## src/rtl/reg_arb_pkg.sv

```systemverilog
// reg_arb_pkg: shared state encoding, default widths and grant-index sizing for reg_port_arbiter
package reg_arb_pkg;
  typedef enum logic [1:0] {IDLE = 2'd0, ISSUE = 2'd1, RESP = 2'd2} state_t;
  localparam int DEF_DATA_W = 4;
  localparam int DEF_ADDR_W = 1;
  function automatic int gid_w(input int n);
    return (n <= 2) ? 1 : $clog2(n);
  endfunction
endpackage

```

## src/rtl/rr_pick.sv

```systemverilog
// rr_pick: combinational round-robin picker, first set request at or above ptr with wrap
module rr_pick #(
  parameter int N = 2,
  parameter int IW = 1
) (
  input  logic [N-1:0]  req,
  input  logic [IW-1:0] ptr,
  output logic [N-1:0]  grant,
  output logic [IW-1:0] idx,
  output logic          any
);
  always_comb begin
    grant = '0;
    idx = '0;
    any = |req;
    // scan the rotated order backwards so the closest requester at/after ptr wins
    for (int k = N - 1; k >= 0; k--) begin
      if (req[(int'(ptr) + k) % N]) begin
        grant = '0;
        grant[(int'(ptr) + k) % N] = 1'b1;
        idx = IW'((int'(ptr) + k) % N);
      end
    end
  end
endmodule

```

## src/rtl/reg_port_arbiter.sv

```systemverilog
// reg_port_arbiter: round-robin sharing of one register-file port, accept/issue/respond sequencing
// Optional REG_ARB_LOCK_EN adds req_lock to regrant a locked winner (read-modify-write).
module reg_port_arbiter
  import reg_arb_pkg::*;
#(
  parameter int NUM_REQ = 2,
  parameter int DATA_W = DEF_DATA_W,
  parameter int ADDR_W = DEF_ADDR_W,
  localparam int IW = gid_w(NUM_REQ)
) (
  input  logic                       clk,
  input  logic                       rst,
  input  logic [NUM_REQ-1:0]         req_valid,
  input  logic [NUM_REQ-1:0]         req_we,
  input  logic [NUM_REQ*ADDR_W-1:0]  req_addr,
  input  logic [NUM_REQ*DATA_W-1:0]  req_wdata,
`ifdef REG_ARB_LOCK_EN
  input  logic [NUM_REQ-1:0]         req_lock,
`endif
  output logic [NUM_REQ-1:0]         req_ready,
  output logic [NUM_REQ-1:0]         rsp_valid,
  output logic [DATA_W-1:0]          rsp_rdata,
  output logic                       rf_en,
  output logic                       rf_we,
  output logic [ADDR_W-1:0]          rf_addr,
  output logic [DATA_W-1:0]          rf_wdata,
  input  logic [DATA_W-1:0]          rf_rdata,
  output logic                       busy,
  output logic [IW-1:0]              grant_id
);
  state_t              state;
  logic [IW-1:0]       rr_ptr, win, pick_idx, next_ptr;
  logic [NUM_REQ-1:0]  pick_grant;
  logic                pick_any, cmd_we;
  logic [ADDR_W-1:0]   cmd_addr;
  logic [DATA_W-1:0]   cmd_wdata, rsp_q, rd_val;

  rr_pick #(.N(NUM_REQ), .IW(IW)) u_pick (
    .req(req_valid), .ptr(rr_ptr), .grant(pick_grant), .idx(pick_idx), .any(pick_any)
  );

  always_comb begin
    next_ptr = (win == IW'(NUM_REQ - 1)) ? '0 : win + 1'b1;
`ifdef REG_ARB_LOCK_EN
    next_ptr = req_lock[win] ? win : next_ptr;
`endif
  end

  // rf_rdata only arrives in RESP, so the response data is passed through then and held afterwards
  assign rd_val    = cmd_we ? '0 : rf_rdata;
  assign req_ready = (rst && state == IDLE) ? pick_grant : '0;
  assign rsp_valid = (state == RESP) ? (NUM_REQ'(1) << win) : '0;
  assign rsp_rdata = (state == RESP) ? rd_val : rsp_q;
  assign rf_en     = state == ISSUE;
  assign rf_we     = rf_en ? cmd_we : 1'b0;
  assign rf_addr   = rf_en ? cmd_addr : '0;
  assign rf_wdata  = rf_en ? cmd_wdata : '0;
  assign busy      = state != IDLE;
  assign grant_id  = win;

  always_ff @(posedge clk or negedge rst) begin
    if (!rst) begin
      state <= IDLE;
      rr_ptr <= '0;
      win <= '0;
      cmd_we <= 1'b0;
      cmd_addr <= '0;
      cmd_wdata <= '0;
      rsp_q <= '0;
    end else if (state == IDLE) begin
      if (pick_any) begin
        state <= ISSUE;
        win <= pick_idx;
        cmd_we <= req_we[pick_idx];
        cmd_addr <= req_addr[pick_idx * ADDR_W +: ADDR_W];
        cmd_wdata <= req_wdata[pick_idx * DATA_W +: DATA_W];
      end
    end else if (state == ISSUE) begin
      state <= RESP;
    end else begin
      state <= IDLE;
      rsp_q <= rd_val;
      rr_ptr <= next_ptr;
    end
  end
endmodule

```

## config.mk

```make
export PLATFORM = sky130hd
export DESIGN_NAME = reg_port_arbiter
export DESIGN_NICKNAME = d
export VERILOG_FILES = /design/src/rtl/reg_arb_pkg.sv /design/src/rtl/rr_pick.sv /design/src/rtl/reg_port_arbiter.sv
export SDC_FILE = /design/constraint.sdc
export NUM_CORES = 1
export LEC_CHECK = 0
export BUFFER_PORTS_ARGS = -buffer_cell sky130_fd_sc_hd__buf_2
export CORE_UTILIZATION = 35
export DETAILED_ROUTE_END_ITERATION = 10
export PLACE_DENSITY = 0.74
export SYNTH_ARGS = -nofsm -noshare
export SYNTH_HDL_FRONTEND = slang
export SYNTH_SLANG_ARGS = --single-unit
```

## constraint.sdc

```tcl
create_clock -name clk -period 1.5 [get_ports clk]
set_input_delay 0.15 -clock clk [delete_from_list [all_inputs] [get_ports clk]]
set_output_delay 0.15 -clock clk [all_outputs]
set_load 0.01 [all_outputs]
```

**After elaboration in Yosys (flattened, before gate mapping)**

Index checks and enable logic that the tools add are counted.

- $add $sub $neg: 2
- Order comparisons: 5
- Equal/unequal tests: 3
- Shift operators: 3
- Mux-type cells: 26
- Bitwise logic cells: 3
- Reductions and logical operators: 8

Operators by type and width:

| kind | count |
|---|---|
| $mux W1 | 14 |
| $mux W2 | 7 |
| $mux W4 | 3 |
| $shiftx A8 B4 Y4 | 1 |
| $lt A1 B2 Y1 const B | 2 |
| $reduce_and A2 Y1 | 2 |
| $logic_and A1 B1 Y1 | 3 |
| $lt A2 B3 Y1 const B | 1 |
| $add A1 B1 Y1 const B | 2 |
| $demux W1 S1 | 2 |
| $eq A2 B1 Y1 const B | 1 |
| $eq A2 B2 Y1 const B | 1 |
| $ge A2 B1 Y1 const B | 1 |
| $logic_not A2 Y1 | 1 |
| $ne A2 B2 Y1 const B | 1 |
| $not A1 Y1 | 2 |
| $reduce_bool A2 Y1 | 1 |
| $reduce_or A2 Y1 | 1 |
| $shiftx A2 B2 Y1 | 1 |
| $shl A1 B1 Y2 const A | 1 |
| $and A1 B1 Y1 const A | 1 |
| $ge A1 B1 Y1 const B | 1 |

- Register bits after elaboration: 14
- Input port bits: 20
- Output and inout port bits: 17
- Logic and storage cells: 57

**Depth between registers and ports, before layout**

- Depth in word-level cells: 9
- Depth in mapped cells: 6
- Depth with buffers taken out: 3

**Hierarchy**

Synthesis repeated with hierarchy kept, for this count alone.

- Cell total of the unflattened synthesis: 64
- Area total of the unflattened synthesis: 783.3 um^2

By module, submodules not included:

| module | times used | cells an instance | area an instance (um^2) | seq. area each (um^2) |
|---|---|---|---|---|
| reg_port_arbiter | 1 | 59 | 750.7 | 350.3 |
| rr_pick | 1 | 5 | 32.5 | 0.0 |

**Worst setup path before layout**

OpenSTA, ideal clock, no wires.

- Kind: register to output
- Start point: reg state[1]
- End point: out req_ready[0]
- Arrival: 1223 ps
- Setup slack: 127 ps
- Cell stages (with the launch flop): 5
- Cell sequence: dfrtp_1 buf_2 nor2_2 nand2_1 a211oi_1

- Longest elaborated chain between the ends: 3

RTL lines:

| element | line | source |
|---|---|---|
| start: declaration | reg_port_arbiter.sv:31 | `state_t state;` |
| start signal: assignment | reg_port_arbiter.sv:63 | `state <= IDLE;` |
| start signal: assignment | reg_port_arbiter.sv:72 | `state <= ISSUE;` |
| start signal: assignment | reg_port_arbiter.sv:79 | `state <= RESP;` |
| $logic_not A2 Y1 | reg_port_arbiter.sv:51 | `assign req_ready = (rst && state == IDLE) ? pick_grant : '0;` |
| $logic_and A1 B1 Y1 | reg_port_arbiter.sv:51 |  |
| $mux W2 | reg_port_arbiter.sv:51 |  |
| end: declaration | reg_port_arbiter.sv:20 | `output logic [NUM_REQ-1:0] req_ready,` |

No other way between the ends.

**Final worst setup path**

Ends and elaborated chain as after synthesis.

==> results.ini <==
[worst_setup_path]
reg2reg_from = state[1]
cp.required_ns = 1.35
crit_arrival_ns = 1.32
worstSetupPathType = reg2out
r2r-end = cmd_wdata[3]
cp-start-kind = register
critical_path.endpoint_type = output pin
rr_worst_depth = 4
cp_max_fo = 5
startpoint = state[1]
worst-r2r-setup-slack_ns = 0.29
worstSetupEndpoint = req_ready[0]

[yosys]
synthFlopType = dfrtp_1
synthesis.area_um2 = 833.3
synth.distinct_cells = 22
yosysTopAreaCell = dfrtp_1
synth_edf_count = 0
yosys.cell_count.top_type = dfrtp_1
yosys_warnings = 0
syn_inst = 90
synthTopCellsByArea = dfrtp_1 (42%), a31oi_2 (7.5%), o21ai_0 (6.0%), mux2i_1 (4.8%), and2_1 (4.5%)
yosys-top-cells-count = dfrtp_1 (14), o21ai_0 (10), inv_1 (8), a21oi_1 (7), nand3_1 (7)
avgSynthCellArea_um2 = 9.259
synth.top_cell.area_share_pct = 42.04
synthArstFlopShare_pct = 100.0
synth_seq_cells = 14
yosysSeqAreaShare_pct = 42.04
syn_nets = 110

[global_route]
grt_max_degree = 15
overflow = 0
grt_use_total_pct = 17.32
grt_pass1_wl_mm = 3.298
grt_pass1_vias = 745
grtUsageMet3_pct = 0.3030
use_met1_pct = 23.87
grt_use_met2_pct = 26.89
busiest_layer = met2
antenna_found_initial = 0

[timing]
timing.final.crit_share_pct = 98.25
slew_headroom_pct = 78.86
rsz0062_at_grt = yes
setup_violations = 0
tightest_slew_ns = 0.3137
slew_violations = 0
finalHoldViolCount = 0
fin_skew_ns = 0.003493
clock.fmax_ghz = 0.6785
setup_slack_ns = 0.02625
period_needed_ns = 1.474

[status]
status = finished, final reports clean

[cts]
cts_buffers = 3
cts.sinks = 14
clock_latency_ns = 0.29
cts_tree = done
h-tree-depth = 1
clockBufferDepth = 2
cts_root_buf = clkbuf_4
path_clk_slew_ns = 0.09

[pwr]
p_leak_nw = 0.5351
p_int_mw = 1.240
seqPwrFrac_pct = 33.2
pwr-share-clk_pct = 13.3
pwr-share-comb_pct = 53.5
peakVddDrop_v = 0.0009820
switching_power_mw = 0.8794
power_density_nw_per_um2 = 1916
swShare_pct = 41.50

[final_layout]
utilization_pct = 49.52
nNetsFinal = 151
seq_area_um2 = 351.6
syn2layout_area_growth_pct = 32.73
drive_gt1_share_pct = 45.38
n_fill_cell = 210
diodes = 0
multi_input_area_um2 = 432.9
final_cells = 158

[routing]
drc = 0
vias_per_cell = 4.873
drt_wl_total_mm = 1.878
wl_per_cell_um = 11.89
first_pass_iters = 4
drtIter0Drc = 6
ant_nets = 0
vias = 770

[min_path]
min_path_type = in2reg

[floorplanning]
die-area_um2 = 2580
rows = 17
chipHeight_um = 50.80
dieWidth_um = 50.80
io_pins = 37
core_area_um2 = 2233
initial_utilization_pct = 37.31

[place]
dp_slack_ns = 0.2452
dp_hpwl_mm = 1.444
gp_congestion = 0.7690
portBuffers = 36
placed_cells = 152

[job]
maxCapViolCount = 0

## worst min-delay path by stage
stage,from,to,slack [ns],depth (start not counted)
2_1_floorplan,rst,cmd_addr,-0.15,0
3_3_place_gp,rst,rsp_q[2],0.12,2
3_5_place_dp,rst,rsp_q[2],0.13,2
4_1_cts,rf_rdata[0],rsp_q[0],0.13,3
5_1_grt,rf_rdata[1],rsp_q[1],0.16,3
6_report,rf_rdata[0],rsp_q[0],0.12,3
## cell type report
class	instances	area share [%]
inverters	8	2.715
clock buffers	4	3.281
multi-input cells	63	39.14
flip-flops and latches	14	31.79
well taps	28	3.167
repair buffers	41	19.91
## critical path, cell delays in order (launching register included)
cell and delay (ns):
dfrtp_2 0.46, nor2_2 0.12, nand2_1 0.11, a211oi_2 0.19
buf_2 0.15
## cells by family after synthesis
kind of cell    after synthesis  share of synthesized area [%]
buf+inv                      13                          8.708
mux                           4                          4.805
flops                        14                          42.04
compound gates               25                          22.22
simple gates                 34                          22.22
## placed cells by master (no fill, tap or decap), drive strengths merged, types with 3 or more instances in the layout
cell type,count
inv,8
nand2,5
clkbuf,4
nand3,7
a21oi,7
buf,40
o21ai,11
nor2b,3
mux2i,4
dfrtp,14
nor2,4
nand2b,6
a31oi,6
and2,7
## metrics by stage
| step | hold WS [ns] | instance area, um2 | power (mW) | TNS (ns) |
|---|---|---|---|---|
| CTS | 0.1289 | 1080 | 2.077 | 0 |
| finish | 0.1227 | 1106 | 2.119 | 0 |
| global route | 0.1600 | 1106 | 2.300 | -0.03365 |
| detailed placement | 0.1318 | 1028 | 1.789 | 0 |
| floorplan | -0.1456 | 833.3 | 1.438 | 0 |
| global placement | 0.1170 | 1028 | 1.755 | 0 |
## registers in the layout, indices dropped and copies added, names as in the netlist
name / count
rsp_q: 4
rr_ptr: 1
cmd_wdata: 4
state: 2
grant_id: 1
cmd_we: 1
cmd_addr: 1
## power by group through the flow
| stage | registers, mW | clock network, mW | logic (mW) |
|---|---|---|---|
| 2_1_floorplan | 0.641 | 0 | 0.797 |
| 3_3_place_gp | 0.687 | 0 | 1.07 |
| 3_5_place_dp | 0.699 | 0 | 1.09 |
| 4_1_cts | 0.694 | 0.279 | 1.11 |
| 5_1_grt | 0.734 | 0.292 | 1.27 |
| 6_report | 0.704 | 0.281 | 1.13 |
## timing repair
action                                  CTS  global route
endpoints found under the setup margin    7            12
endpoints found under the hold margin    14             0
hold buffers                              1             0
gates resized for setup                   2             5
setup buffers                             0             1
## routing by layer
metal	part of all wire, %	wire [um]	up-vias
met5	0	0	-
li1	-	-	391
met1	46	866	359
met3	4.0	76	2
met4	0.80	15	0
met2	49	920	18
Power figures use the tool's default switching activity.
